[src/rtl/bht_pkg.sv]
`default_nettype none
// ============================================================================
// Module      : bht_pkg
// Description : Shared types and helpers for the branch history table
//               controller: FSM state encoding, update-queue entry layout and
//               the saturating counter step.
// Revision    : 1.0 - initial release
// ============================================================================
package bht_pkg;

    // Default geometry; the controller exposes these as overridable parameters.
    localparam int BHT_IDX_W     = 6;
    localparam int BHT_CTR_W     = 2;
    // Widest counter the shared helper supports; callers zero-extend into it.
    localparam int BHT_CTR_MAX_W = 8;

    typedef enum logic {
        BHT_INIT = 1'b0,
        BHT_RUN  = 1'b1
    } bht_state_e;

    // Layout of one queued update: index in the upper bits, outcome in bit 0.
    typedef struct packed {
        logic [BHT_IDX_W-1:0] idx;
        logic                 taken;
    } upd_entry_t;

    localparam int BHT_UPD_ENTRY_W = $bits(upd_entry_t);

    // Saturating up/down step; ctr_max is the all-ones value of the real width
    // so one function serves every counter width up to BHT_CTR_MAX_W.
    function automatic logic [BHT_CTR_MAX_W-1:0] sat_step(
        input logic [BHT_CTR_MAX_W-1:0] ctr,
        input logic                     taken,
        input logic [BHT_CTR_MAX_W-1:0] ctr_max
    );
        logic [BHT_CTR_MAX_W-1:0] res;
        res = ctr;
        if (taken && (ctr != ctr_max)) begin
            res = ctr + BHT_CTR_MAX_W'(1);
        end else if (!taken && (ctr != '0)) begin
            res = ctr - BHT_CTR_MAX_W'(1);
        end
        return res;
    endfunction

endpackage
`default_nettype wire

[src/rtl/bht_update_fifo.sv]
`default_nettype none
// ============================================================================
// Module      : bht_update_fifo
// Description : Small synchronous FIFO buffering resolved-branch updates.
//               Wrap-bit pointers distinguish full from empty; a synchronous
//               clear empties it without touching the storage.
// Revision    : 1.0 - initial release
// ============================================================================
module bht_update_fifo #(
    parameter int DEPTH = 2,
    parameter int WIDTH = 7
) (
    input  logic             clk,
    input  logic             reset,
    input  logic             clear_i,
    input  logic             push_i,
    input  logic [WIDTH-1:0] push_data_i,
    input  logic             pop_i,
    output logic [WIDTH-1:0] pop_data_o,
    output logic             full_o,
    output logic             empty_o
);

    localparam int AW = $clog2(DEPTH);

    logic [WIDTH-1:0] mem_q [DEPTH];
    logic [AW:0]      wr_ptr_q;
    logic [AW:0]      rd_ptr_q;

    assign empty_o    = (wr_ptr_q == rd_ptr_q);
    assign full_o     = (wr_ptr_q[AW] != rd_ptr_q[AW]) &&
                        (wr_ptr_q[AW-1:0] == rd_ptr_q[AW-1:0]);
    assign pop_data_o = mem_q[rd_ptr_q[AW-1:0]];

    // Pointer bookkeeping; clear and reset both return to empty.
    always_ff @(posedge clk) begin
        if (reset || clear_i) begin
            wr_ptr_q <= '0;
            rd_ptr_q <= '0;
        end else begin
            if (push_i && !full_o) begin
                wr_ptr_q <= wr_ptr_q + (AW+1)'(1);
            end
            if (pop_i && !empty_o) begin
                rd_ptr_q <= rd_ptr_q + (AW+1)'(1);
            end
        end
    end

    // Storage write; contents are don't-care while empty, so no reset.
    always_ff @(posedge clk) begin
        if (push_i && !full_o) begin
            mem_q[wr_ptr_q[AW-1:0]] <= push_data_i;
        end
    end

endmodule
`default_nettype wire

[src/rtl/bht_controller.sv]
`default_nettype none
// ============================================================================
// Module      : bht_controller
// Description : Branch history table of saturating counters. Arbitrates one
//               table access per cycle between fetch lookups and queued
//               execute updates, and walks a clear over the whole table after
//               reset or flush.
// Revision    : 1.0 - initial release
// ============================================================================
module bht_controller #(
    parameter int IDX_W     = 6,
    parameter int CTR_W     = 2,
    parameter int UPQ_DEPTH = 2,
    parameter int CTR_INIT  = (1 << (CTR_W - 1)) - 1
) (
    input  logic             clk,
    input  logic             reset,
    input  logic             flush_i,
    input  logic             lookup_valid_i,
    input  logic [IDX_W-1:0] lookup_idx_i,
    output logic             lookup_ready_o,
    output logic             pred_valid_o,
    output logic             pred_taken_o,
    output logic [CTR_W-1:0] pred_ctr_o,
    input  logic             update_valid_i,
    input  logic [IDX_W-1:0] update_idx_i,
    input  logic             update_taken_i,
    output logic             update_ready_o,
    output logic             busy_o
);

    import bht_pkg::*;

    localparam int               ENTRIES    = 1 << IDX_W;
    localparam int               ENTRY_W    = IDX_W + 1;
    localparam logic [IDX_W-1:0] PTR_LAST   = '1;
    localparam logic [CTR_W-1:0] CTR_ALL1   = '1;
    localparam logic [CTR_W-1:0] CTR_INIT_V = CTR_W'(CTR_INIT);

    bht_state_e       state_q, state_d;
    logic [IDX_W-1:0] ptr_q, ptr_d;
    logic [CTR_W-1:0] table_q [ENTRIES];
    logic             pred_valid_q;
    logic [CTR_W-1:0] pred_ctr_q;

    logic               w_run;
    logic               w_full;
    logic               w_empty;
    logic               w_push;
    logic               w_pop;
    logic               w_lookup_fire;
    logic [ENTRY_W-1:0] w_push_data;
    logic [ENTRY_W-1:0] w_pop_data;
    logic [IDX_W-1:0]   w_pop_idx;
    logic               w_pop_taken;
    logic [CTR_W-1:0]   w_new_ctr;

    assign w_run          = (state_q == BHT_RUN);
    assign busy_o         = (state_q == BHT_INIT);
    assign lookup_ready_o = w_run && !flush_i && !w_full;
    assign update_ready_o = w_run && !flush_i && !w_full;
    assign w_lookup_fire  = lookup_valid_i && lookup_ready_o;
    assign w_push         = update_valid_i && update_ready_o;
    // A full queue takes the table port; otherwise lookups win and updates
    // drain only in idle cycles. Flush cycles do nothing but start the clear.
    assign w_pop          = w_run && !flush_i && !w_empty &&
                            (w_full || !lookup_valid_i);

    assign w_push_data    = {update_idx_i, update_taken_i};
    assign w_pop_idx      = w_pop_data[ENTRY_W-1:1];
    assign w_pop_taken    = w_pop_data[0];
    assign w_new_ctr      = CTR_W'(sat_step(BHT_CTR_MAX_W'(table_q[w_pop_idx]),
                                            w_pop_taken,
                                            BHT_CTR_MAX_W'(CTR_ALL1)));

    assign pred_valid_o   = pred_valid_q;
    assign pred_ctr_o     = pred_ctr_q;
    assign pred_taken_o   = pred_ctr_q[CTR_W-1];

    bht_update_fifo #(
        .DEPTH (UPQ_DEPTH),
        .WIDTH (ENTRY_W)
    ) u_upq (
        .clk         (clk),
        .reset       (reset),
        .clear_i     (flush_i),
        .push_i      (w_push),
        .push_data_i (w_push_data),
        .pop_i       (w_pop),
        .pop_data_o  (w_pop_data),
        .full_o      (w_full),
        .empty_o     (w_empty)
    );

    // State and clear-pointer registers.
    always_ff @(posedge clk) begin
        if (reset) begin
            state_q <= BHT_INIT;
            ptr_q   <= '0;
        end else begin
            state_q <= state_d;
            ptr_q   <= ptr_d;
        end
    end

    // Next state: the clear visits every entry once, a flush restarts it.
    always_comb begin
        state_d = state_q;
        ptr_d   = ptr_q;
        case (state_q)
            BHT_INIT: begin
                if (flush_i) begin
                    ptr_d = '0;
                end else if (ptr_q == PTR_LAST) begin
                    state_d = BHT_RUN;
                    ptr_d   = '0;
                end else begin
                    ptr_d = ptr_q + IDX_W'(1);
                end
            end
            BHT_RUN: begin
                if (flush_i) begin
                    state_d = BHT_INIT;
                    ptr_d   = '0;
                end
            end
        endcase
    end

    // Table writes: clear stores the init value, otherwise a popped update
    // completes its read-modify-write in the pop cycle.
    always_ff @(posedge clk) begin
        if (!reset) begin
            if (state_q == BHT_INIT) begin
                table_q[ptr_q] <= CTR_INIT_V;
            end else if (w_pop) begin
                table_q[w_pop_idx] <= w_new_ctr;
            end
        end
    end

    // Prediction register: one-cycle lookup latency, value held when idle.
    always_ff @(posedge clk) begin
        if (reset) begin
            pred_valid_q <= 1'b0;
            pred_ctr_q   <= '0;
        end else begin
            pred_valid_q <= w_lookup_fire;
            if (w_lookup_fire) begin
                pred_ctr_q <= table_q[lookup_idx_i];
            end
        end
    end

endmodule
`default_nettype wire

[config.mk]
export PLATFORM = sky130hd
export DESIGN_NAME = bht_controller
export DESIGN_NICKNAME = d
export VERILOG_FILES = /design/src/rtl/bht_pkg.sv /design/src/rtl/bht_update_fifo.sv /design/src/rtl/bht_controller.sv
export SDC_FILE = /design/constraint.sdc
export NUM_CORES = 1
export LEC_CHECK = 0
export CAP_MARGIN = 10
export CORE_ASPECT_RATIO = 2
export CORE_MARGIN = 2
export CORE_UTILIZATION = 43
export DETAILED_ROUTE_END_ITERATION = 8
export GPL_TIMING_DRIVEN = 0
export PLACE_DENSITY_LB_ADDON = 0.12
export REMOVE_ABC_BUFFERS = 1
export SLEW_MARGIN = 20
export SYNTH_ARGS = -nofsm -noshare
export SYNTH_HDL_FRONTEND = slang
export SYNTH_SLANG_ARGS = --single-unit
[constraint.sdc]
create_clock -name clk -period 6.59 [get_ports clk]
set_input_delay 0.659 -clock clk [delete_from_list [all_inputs] [get_ports clk]]
set_output_delay 0.659 -clock clk [all_outputs]
set_load 0.02 [all_outputs]
# Yosys cells after proc, flatten, opt, wreduce, memory -nomap -nowiden

Memory sizes are Yosys's and may differ from the RTL's. A register that Yosys moved wholly into a read port is not among the register bits.
Cells that the tools add are included.

Memory bits (read-only): 0
Bits in latches: 0
Output and inout port bits: 7
Memory bits (writable): 142
Logic and storage cells: 63
Memories kept: 2
Input port bits: 18
Register bits after elaboration: 12

Memory list:

| name        | depth | width | read ports | clocked after memory_dff | write ports | line                  | RTL |
|---|---|---|---|---|---|---|---|
| table_q     | 64    | 2     | 2          | 1                        | 1           | bht_controller.sv:42  | `logic [CTR_W-1:0] table_q [ENTRIES];` |
| u_upq.mem_q | 2     | 7     | 1          | 1                        | 1           | bht_update_fifo.sv:26 | `logic [WIDTH-1:0] mem_q [DEPTH];` |

Reductions and logical operators: 20
Div/mod/pow operators: 0
Shift operators: 0
$lt $le $gt $ge: 0
$mul: 0
Bitwise operators: 1
$add $sub $neg: 5
Equality and inequality tests: 6
Multiplexer cells: 24

Operators by type and width:

| kind                | number |
|---|---|
| $mux 6              | 4 |
| $mux 1              | 15 |
| $pmux 6 s2          | 1 |
| $logic_and 1x1->1   | 11 |
| $add 2x1->2 const B | 3 |
| $add 6x1->6 const B | 1 |
| $eq 6x6->1 const B  | 1 |
| $mux 2              | 3 |
| $logic_not 1->1     | 5 |
| $ne 2x2->1 const B  | 2 |
| $eq 2x2->1          | 1 |
| $logic_or 1x1->1    | 2 |
| $pmux 1 s2          | 1 |
| $reduce_bool 2->1   | 1 |
| $reduce_or 2->1     | 1 |
| $sub 2x1->2 const B | 1 |
| $eq 1x1->1          | 1 |
| $ne 1x1->1          | 1 |
| $not 1->1           | 1 |

# Depth between registers and ports, before layout

Depth after elaboration: 10
Gate-level depth with buffers: 14
Mapped depth without buffers: 12

# Hierarchy

From an unflattened synthesis, not the netlist that was laid out.

Cell total of the unflattened synthesis: 560
Area, all modules: 7933.9 µm²

Modules (own cells, without submodules):

| module          | times used | area each (µm²) | cells an instance | sequential area each (µm²) |
|---|---|---|---|---|
| bht_controller  | 1          | 7148.1          | 504               | 4043.9 |
| bht_update_fifo | 1          | 785.8           | 56                | 520.5 |

# Least setup slack after synthesis

OpenSTA, ideal clock, no wires.

Kind: reg2reg
Start point: register (tool-made name)
End point: memory table_q[0][0] (data pin)
Cell stages (with the launch flop): 11
Data required time: 5.992 ns
Library setup time: 0.598 ns
Arrival time: 3.669 ns
Setup slack: 2.323 ns
Buffers on the path: 1
Clock period less this slack: 4.267 ns
Cell sequence: dfxtp_1 -> mux2i_2 -> buf_4 -> mux4_2 -> a22oi_1 -> nand4_1 -> and2_1 -> ha_1 -> mux2_2 -> nand3_1 -> nand3b_1

RTL lines:

| what          | line |
|---|---|
| end, declared | bht_controller.sv:42 |

==> impl_metrics.env <==
export IMPL_end_kind="flip-flop"
export IMPL_p_leak_nw=3.047
export IMPL_viasPerCell=6.442
export IMPL_fp_dieH_um=194.9
export IMPL_num_vias=5031
export IMPL_antenna_found_initial=0
export IMPL_synth_avg_cell_area_um2=14.75
export IMPL_fp_dieW_um=99.44
export IMPL_clk_pin_slew_ps=60
export IMPL_drc=0
export IMPL_gp_congestion=0.8802
export IMPL_worstHoldEndpoint="pred_ctr_o[0]$_SDFFE_PP0P_"
export IMPL_outcome="complete, no violations"
export IMPL_dp_hpwl_mm=15.85
export IMPL_drtPass1Iterations=5
export IMPL_worstSetupStartpointType="flip-flop"
export IMPL_place_port_buffers=24
export IMPL_clock_skew_ps=8.484
export IMPL_worstSetupPathType="reg -> reg"
export IMPL_cts_max_level=4
export IMPL_die_area_mm2=0.01938
export IMPL_finalCriticalPeriod_ps=5224
export IMPL_ctsHoldBuffers=0
export IMPL_root_buffer="clkbuf_16"
export IMPL_maxCapViolCount=0
export IMPL_clockBufferDepth=2
export IMPL_synth_distinct_cells=47
export IMPL_synth_flop_cell="edfxtp_1"
export IMPL_synth_top_cell_area_share_pct=54.43
export IMPL_routedWlPerCell_um=27.94
export IMPL_drtIter0Drc=471
export IMPL_layout_drive_gt1_share_pct=19.89
export IMPL_core_mm2=0.01778
export IMPL_syn_inst=531
export IMPL_synth_largest_area_cell="edfxtp_1"
export IMPL_worst_pin_slew_ps=1079
export IMPL_syn_area_mm2=0.007834
export IMPL_worstSkewPairLatency_ps=430
export IMPL_max_freq_ghz=0.1914
export IMPL_r2r_cells=12
export IMPL_layout_commonest_cell="edfxtp_1"
export IMPL_place_inst=749
export IMPL_fin_nets=576
export IMPL_async_flop_share_pct=0
export IMPL_instances_no_fill=781
export IMPL_grt_max_degree=37
export IMPL_grt_total_usage_pct=23.47
export IMPL_crit_required_ps=6750
export IMPL_synth_seq_cells=157
export IMPL_syn2layout_area_growth_pct=14.07
export IMPL_nFillCells=1495
export IMPL_antenna_cells=0
export IMPL_ir_drop_v=0.0001422
export IMPL_numCtsBuffers=17
export IMPL_yosysWarnings=0
export IMPL_pin_count=25
export IMPL_rows=69
export IMPL_clock_sinks=157
export IMPL_grt_pass1_wl_mm=32.28
export IMPL_setup_viol=0
export IMPL_worstHoldStart="pred_ctr_o[0]$_SDFFE_PP0P_"
export IMPL_cellPowerDensity_mw_per_mm2=232.1
export IMPL_whs_ps=465.6
export IMPL_path_max_fanout=36
export IMPL_hold_depth=2
export IMPL_synth_area_leaders="edfxtp_1 54%, mux4_2 17%, mux2i_1 5.0%"
export IMPL_slew_headroom_pct=28.08
export IMPL_ant_nets=0
export IMPL_hold_viol=0
export IMPL_cts_tree="yes"
export IMPL_routed_wl_mm=21.82
export IMPL_grt_remaining_overflow=0
export IMPL_ys_seq_area_share_pct=58.27
export IMPL_rsz0062_at_grt="false"
export IMPL_setup_slack_ps=1366
export IMPL_post_cts_buffers=0
export IMPL_start_util_pct=44.05
export IMPL_final_cell_mix="142 x edfxtp_1, 90 x nor2_1, 58 x mux4_2, 38 x mux2i_1, 22 x clkdlybuf4s50_1"
export IMPL_grt_pass1_vias=5249
export IMPL_power_mw=2.074
export IMPL_r2r_end="table_q[51][1]$_DFFE_PP_"
export IMPL_period_share_pct=79.27
export IMPL_drv_slew=0
export IMPL_setup_tns_ps=0
export IMPL_dp_slack_ps=1504
export IMPL_hold_path_class="reg -> reg"
export IMPL_ff2ff_setup_slack_ps=1370
export IMPL_crit_arrival_ps=5390
export IMPL_cts_resized=0
export IMPL_synth_edf_count=142
## stage by stage
stage	instance area (um2)	util, %
after floorplan	7686	-
after global routing	8936	50.25
after CTS	8936	50.25
final	8936	50.25
after detailed placement	8376	47.09
after global placement	8193	46.07
## sequential cells by signal, indices dropped and copies added (netlist names), named ones only
register	cells
state_q	1
table_q	128
u_upq.rd_ptr_q	2
pred_valid_o	1
u_upq.mem_q	14
ptr_q	6
u_upq.wr_ptr_q	2
pred_ctr_o	2
## kinds of logic after synthesis
group           synth area share [%]
buf+inv                        2.268
mux                            22.55
xor+xnor                      0.8945
compound gates                 5.942
flops                          58.27
fa+ha+maj                     0.4792
simple gates                   9.599
## layout make-up
type                    count  area, um2  share of cell area [%]
flip-flops and latches    157       4564                   51.08
multi-input cells         339       3123                   34.95
clock buffers              21      440.4                   4.929
repair buffers             32      391.6                   4.383
well taps                 213      266.5                   2.982
clock inverters            11      120.1                   1.344
inverters                   8      30.03                  0.3360
## worst max path at each step
stage	start	endpoint	slack [ps]	cells after the start
final	flip-flop	table_q[51][1]$_DFFE_PP_	1370	12
after global routing	flip-flop	table_q[51][1]$_DFFE_PP_	1190	12
after CTS	flip-flop	table_q[49][1]$_DFFE_PP_	1470	12
after detailed placement	flip-flop	table_q[30][1]$_DFFE_PP_	1500	12
after global placement	flip-flop	table_q[14][0]$_DFFE_PP_	-590	10
after floorplan	flip-flop	table_q[0][0]$_DFFE_PP_	1670	9
## metal layers
layer,share of wire (%),track usage (%),vias up
met3,3.7,3.128,68
met2,56,42.72,200
met5,0,0,-
li1,-,-,2169
met4,6.8,15.93,0
met1,33,24.28,2594
## cell usage after synthesis (2+ instances only)
master    number
edfxtp_1     142
nor2_1        90
mux4_2        58
mux2i_1       39
nand2_1       21
a221oi_1      16
dfxtp_1       15
nand3_1       14
nand2b_1      11
buf_4         10
a22oi_1        8
a31oi_1        8
buf_2          7
inv_1          7
a21oi_1        6
clkbuf_1       6
xnor2_1        6
mux2_2         5
nor2b_1        5
buf_1          4
nor3_1         4
o21ai_0        4
o41ai_1        4
or2_2          4
ha_1           3
nand3b_1       3
nor4_1         3
o31ai_1        3
and3_1         2
nand4_1        2
o22ai_2        2
o32ai_2        2
or3_1          2
xor2_1         2
## worst max-delay path: stages (launching register included)
cell,delay (ps)
dfxtp_1,980
mux2_4,760
mux2i_1,210
a221oi_1,640
a22oi_1,210
nand3_1,190
nor2_1,70
or2_2,300
ha_1,210
mux2_2,300
and3_1,190
a211o_2,570
buf_16,260
## power by group
part | leakage, nW | switching (mW) | internal, mW
registers | 1.65 | 0.00184 | 1.07
logic | 1.14 | 0.0309 | 0.0294
clock network | 0.258 | 0.386 | 0.554
total | 3.05 | 0.419 | 1.66
Note: power is estimated with default switching activity, not from simulation.
==> patch (config.mk and constraints unchanged) <==
The parameter `CTR_W` goes from 2 to 1.
--- a/src/rtl/bht_controller.sv
+++ b/src/rtl/bht_controller.sv
@@ -9,7 +9,7 @@
 // ============================================================================
 module bht_controller #(
     parameter int IDX_W     = 6,
-    parameter int CTR_W     = 2,
+    parameter int CTR_W     = 1,
     parameter int UPQ_DEPTH = 2,
     parameter int CTR_INIT  = (1 << (CTR_W - 1)) - 1
 ) (
Ports: changed (resized pred_ctr_o); port bits go from 25 to 24. The function was not compared with the original's and may differ.
==> patch against the unedited design <==
Register-to-register slack better by 1.8 ns. Sequential cell count is 65 lower. Synthesized cell count is 34% lower. Maximum frequency is 44% higher. Design area is 43% lower. Wire length is 55% lower. Critical path depth is 8 lower. Setup slack better by 1.6 ns. Total power is 43% lower. Critical endpoint is now lookup_ready_o. Via count is 41% lower. Area after synthesis is 42% lower.
==> patch: results (changes against the unedited design) <==
\begin{tabular}{lr}
\hline
Metric & Value \\
\hline
\multicolumn{2}{l}{\textbf{Setup path}} \\
\quad Cells on worst reg2reg path & 5 (-7) \\
\quad Arrival @ worst endpoint & 2.97 ns (-2.42 ns) \\
\quad Critical R2R Capture & table\_q[31]\$\_DFFE\_PP\_ \\
\quad Critical path capture point & lookup\_ready\_o \\
\quad Reg2Reg Setup Slack & 3.14 ns (+1.77 ns) \\
\quad CP max FO & 9 (-75\%) \\
\multicolumn{2}{l}{\textbf{Drt}} \\
\quad Detailed Route WL & 9.79 mm (-55\%) \\
\quad Number of DRC markers after the initial detailed-route iteration & 221 (-53\%) \\
\quad Via density per instance & 5.98 (-7.2\%) \\
\quad Average wire per standard cell & 19.7 µm (-30\%) \\
\quad Count of TritonRoute iterations in the first routing pass & 4 (-1) \\
\multicolumn{2}{l}{\textbf{Yosys}} \\
\quad Top cells by area, synth & sky130\_fd\_sc\_hd\_\_edfxtp\_1 52\%, sky130\_fd\_sc\_hd\_\_nor4\_1 7.5\%, sky130\_fd\_sc\_hd\_\_dfxtp\_1 6.2\%, sky130\_fd\_sc\_hd\_\_mux4\_2 5.0\%, sky130\_fd\_sc\_hd\_\_mux2i\_1 4.4\% \\
\quad Count of flip-flops with a built-in enable after synthesis & 78 (-45\%) \\
\quad Sequential area share after synthesis & 58.1\% (-0.16 points) \\
\quad Synthesized area per cell & 12.9 µm² (-12\%) \\
\quad Most common library cells after synthesis & 78 x sky130\_fd\_sc\_hd\_\_edfxtp\_1, 54 x sky130\_fd\_sc\_hd\_\_nor4\_1, 20 x sky130\_fd\_sc\_hd\_\_mux2i\_1 \\
\quad Netlist cell types & 50 (+6.4\%) \\
\multicolumn{2}{l}{\textbf{Placed design}} \\
\quad Input/output buffers & 23 (-4.2\%) \\
\quad HPWL after DPL & 6.50 mm (-59\%) \\
\quad Cells after DPL & 482 (-36\%) \\
\quad Weighted congestion at the end of routability-driven global placement & 0.838 (-4.7\%) \\
\quad Placement-stage cell area & 4830 µm² (-42\%) \\
\multicolumn{2}{l}{\textbf{Global route}} \\
\quad Overall routing resource usage & 18.6\% (-4.9 points) \\
\quad Vias in the first global route & 2,980 (-43\%) \\
\multicolumn{2}{l}{\textbf{Pwr}} \\
\quad Worst IR Drop VDD & 0.000228 V (+60\%) \\
\quad Net switching power figure & 0.248 mW (-41\%) \\
\multicolumn{2}{l}{\textbf{Finish}} \\
\quad Flip-flop count of the largest register, all copies and words added & 64 (-50\%) \\
\quad Filler instances & 942 (-37\%) \\
\quad Fraction of final layout cells sized beyond drive strength 1 & 17.2\% (-2.7 points) \\
\multicolumn{2}{l}{\textbf{STA}} \\
\quad Least-Margin Pin Slew & 1.03 ns (-0.0505 ns) \\
\multicolumn{2}{l}{\textbf{Run status}} \\
\quad Outcome & completed \\
\multicolumn{2}{l}{\textbf{Clock tree}} \\
\quad Number of buffers created by CTS & 9 (-8) \\
\hline
\end{tabular}
patch: cell count changes after synthesis, sizes merged, moves of 11 or more:
cell	delta
nor2	-75
edfxtp	-64
nor4	+58
mux4	-48
mux2i	-20
a221oi	-16
nand2	-11
patch: area by class of cell:
class	count	area [µm²]	area share [%]
Inverter	6	22.5	0.440
Clock buffer	10	229	4.47
Sequential cell	92	2620	51.2
Tap cell	137	171	3.35
Clock inverter	6	65.1	1.27
Timing Repair Buffer	32	287	5.60
Multi-Input combinational cell	215	1720	33.7
patch: power by group through the flow:
stage	Clock, mW	Sequential [mW]	Combinational (mW)
4_1_cts	0.516	0.626	0.0544
3_3_place_gp	0	0.638	0.0515
5_1_grt	0.544	0.625	0.0583
6_report	0.510	0.626	0.0537
2_1_floorplan	0	0.638	0.0228
3_5_place_dp	0	0.638	0.0542
patch: worst min path at each step:
stage / end / slack, ns / depth (start not counted) / startpoint
global placement: pred_ctr_o$_SDFFE_PP0P_ / 0.55 / 2 / pred_ctr_o$_SDFFE_PP0P_
detailed placement: pred_ctr_o$_SDFFE_PP0P_ / 0.56 / 2 / pred_ctr_o$_SDFFE_PP0P_
global route: u_upq.wr_ptr_q[1]$_SDFFE_PP0P_ / 0.61 / 2 / u_upq.wr_ptr_q[1]$_SDFFE_PP0P_
floorplan: ptr_q[3]$_SDFFE_PP0P_ / 0.52 / 1 / ptr_q[3]$_SDFFE_PP0P_
CTS: pred_ctr_o$_SDFFE_PP0P_ / 0.56 / 2 / pred_ctr_o$_SDFFE_PP0P_
finish: pred_ctr_o$_SDFFE_PP0P_ / 0.56 / 2 / pred_ctr_o$_SDFFE_PP0P_
patch: routing by layer:
| metal | global-route usage (%) | vias up | wire length (µm) |
|---|---|---|---|
| met5 | 0 | - | 0 |
| met4 | 7.00 | 0 | 228 |
| met3 | 3.45 | 13 | 380 |
| met2 | 30.3 | 60 | 4910 |
| met1 | 24.9 | 1479 | 4270 |
| li1 | - | 1426 | - |
patch: cell families (layout without fill, tap and decap cells):
kind of cell             after synthesis  count (layout)  synth area share, %
AO/OA/AOI/OAI                         40              40                 7.07
XOR/XNOR                               8               8                 1.72
buffers and inverters                 42              54                 4.30
adder cells (fa/ha/maj)                1               1                0.277
flip-flops                            92              92                 58.1
multiplexers                          36              36                 10.9
AND/OR/NAND/NOR                      130             130                 17.6
patch: worst max-delay path, stage by stage:
cell                              delay [ns]
sky130_fd_sc_hd__clkdlybuf4s50_1        0.49
sky130_fd_sc_hd__nand2b_1               0.41
sky130_fd_sc_hd__a21oi_1                0.67
sky130_fd_sc_hd__clkdlybuf4s50_1        0.73
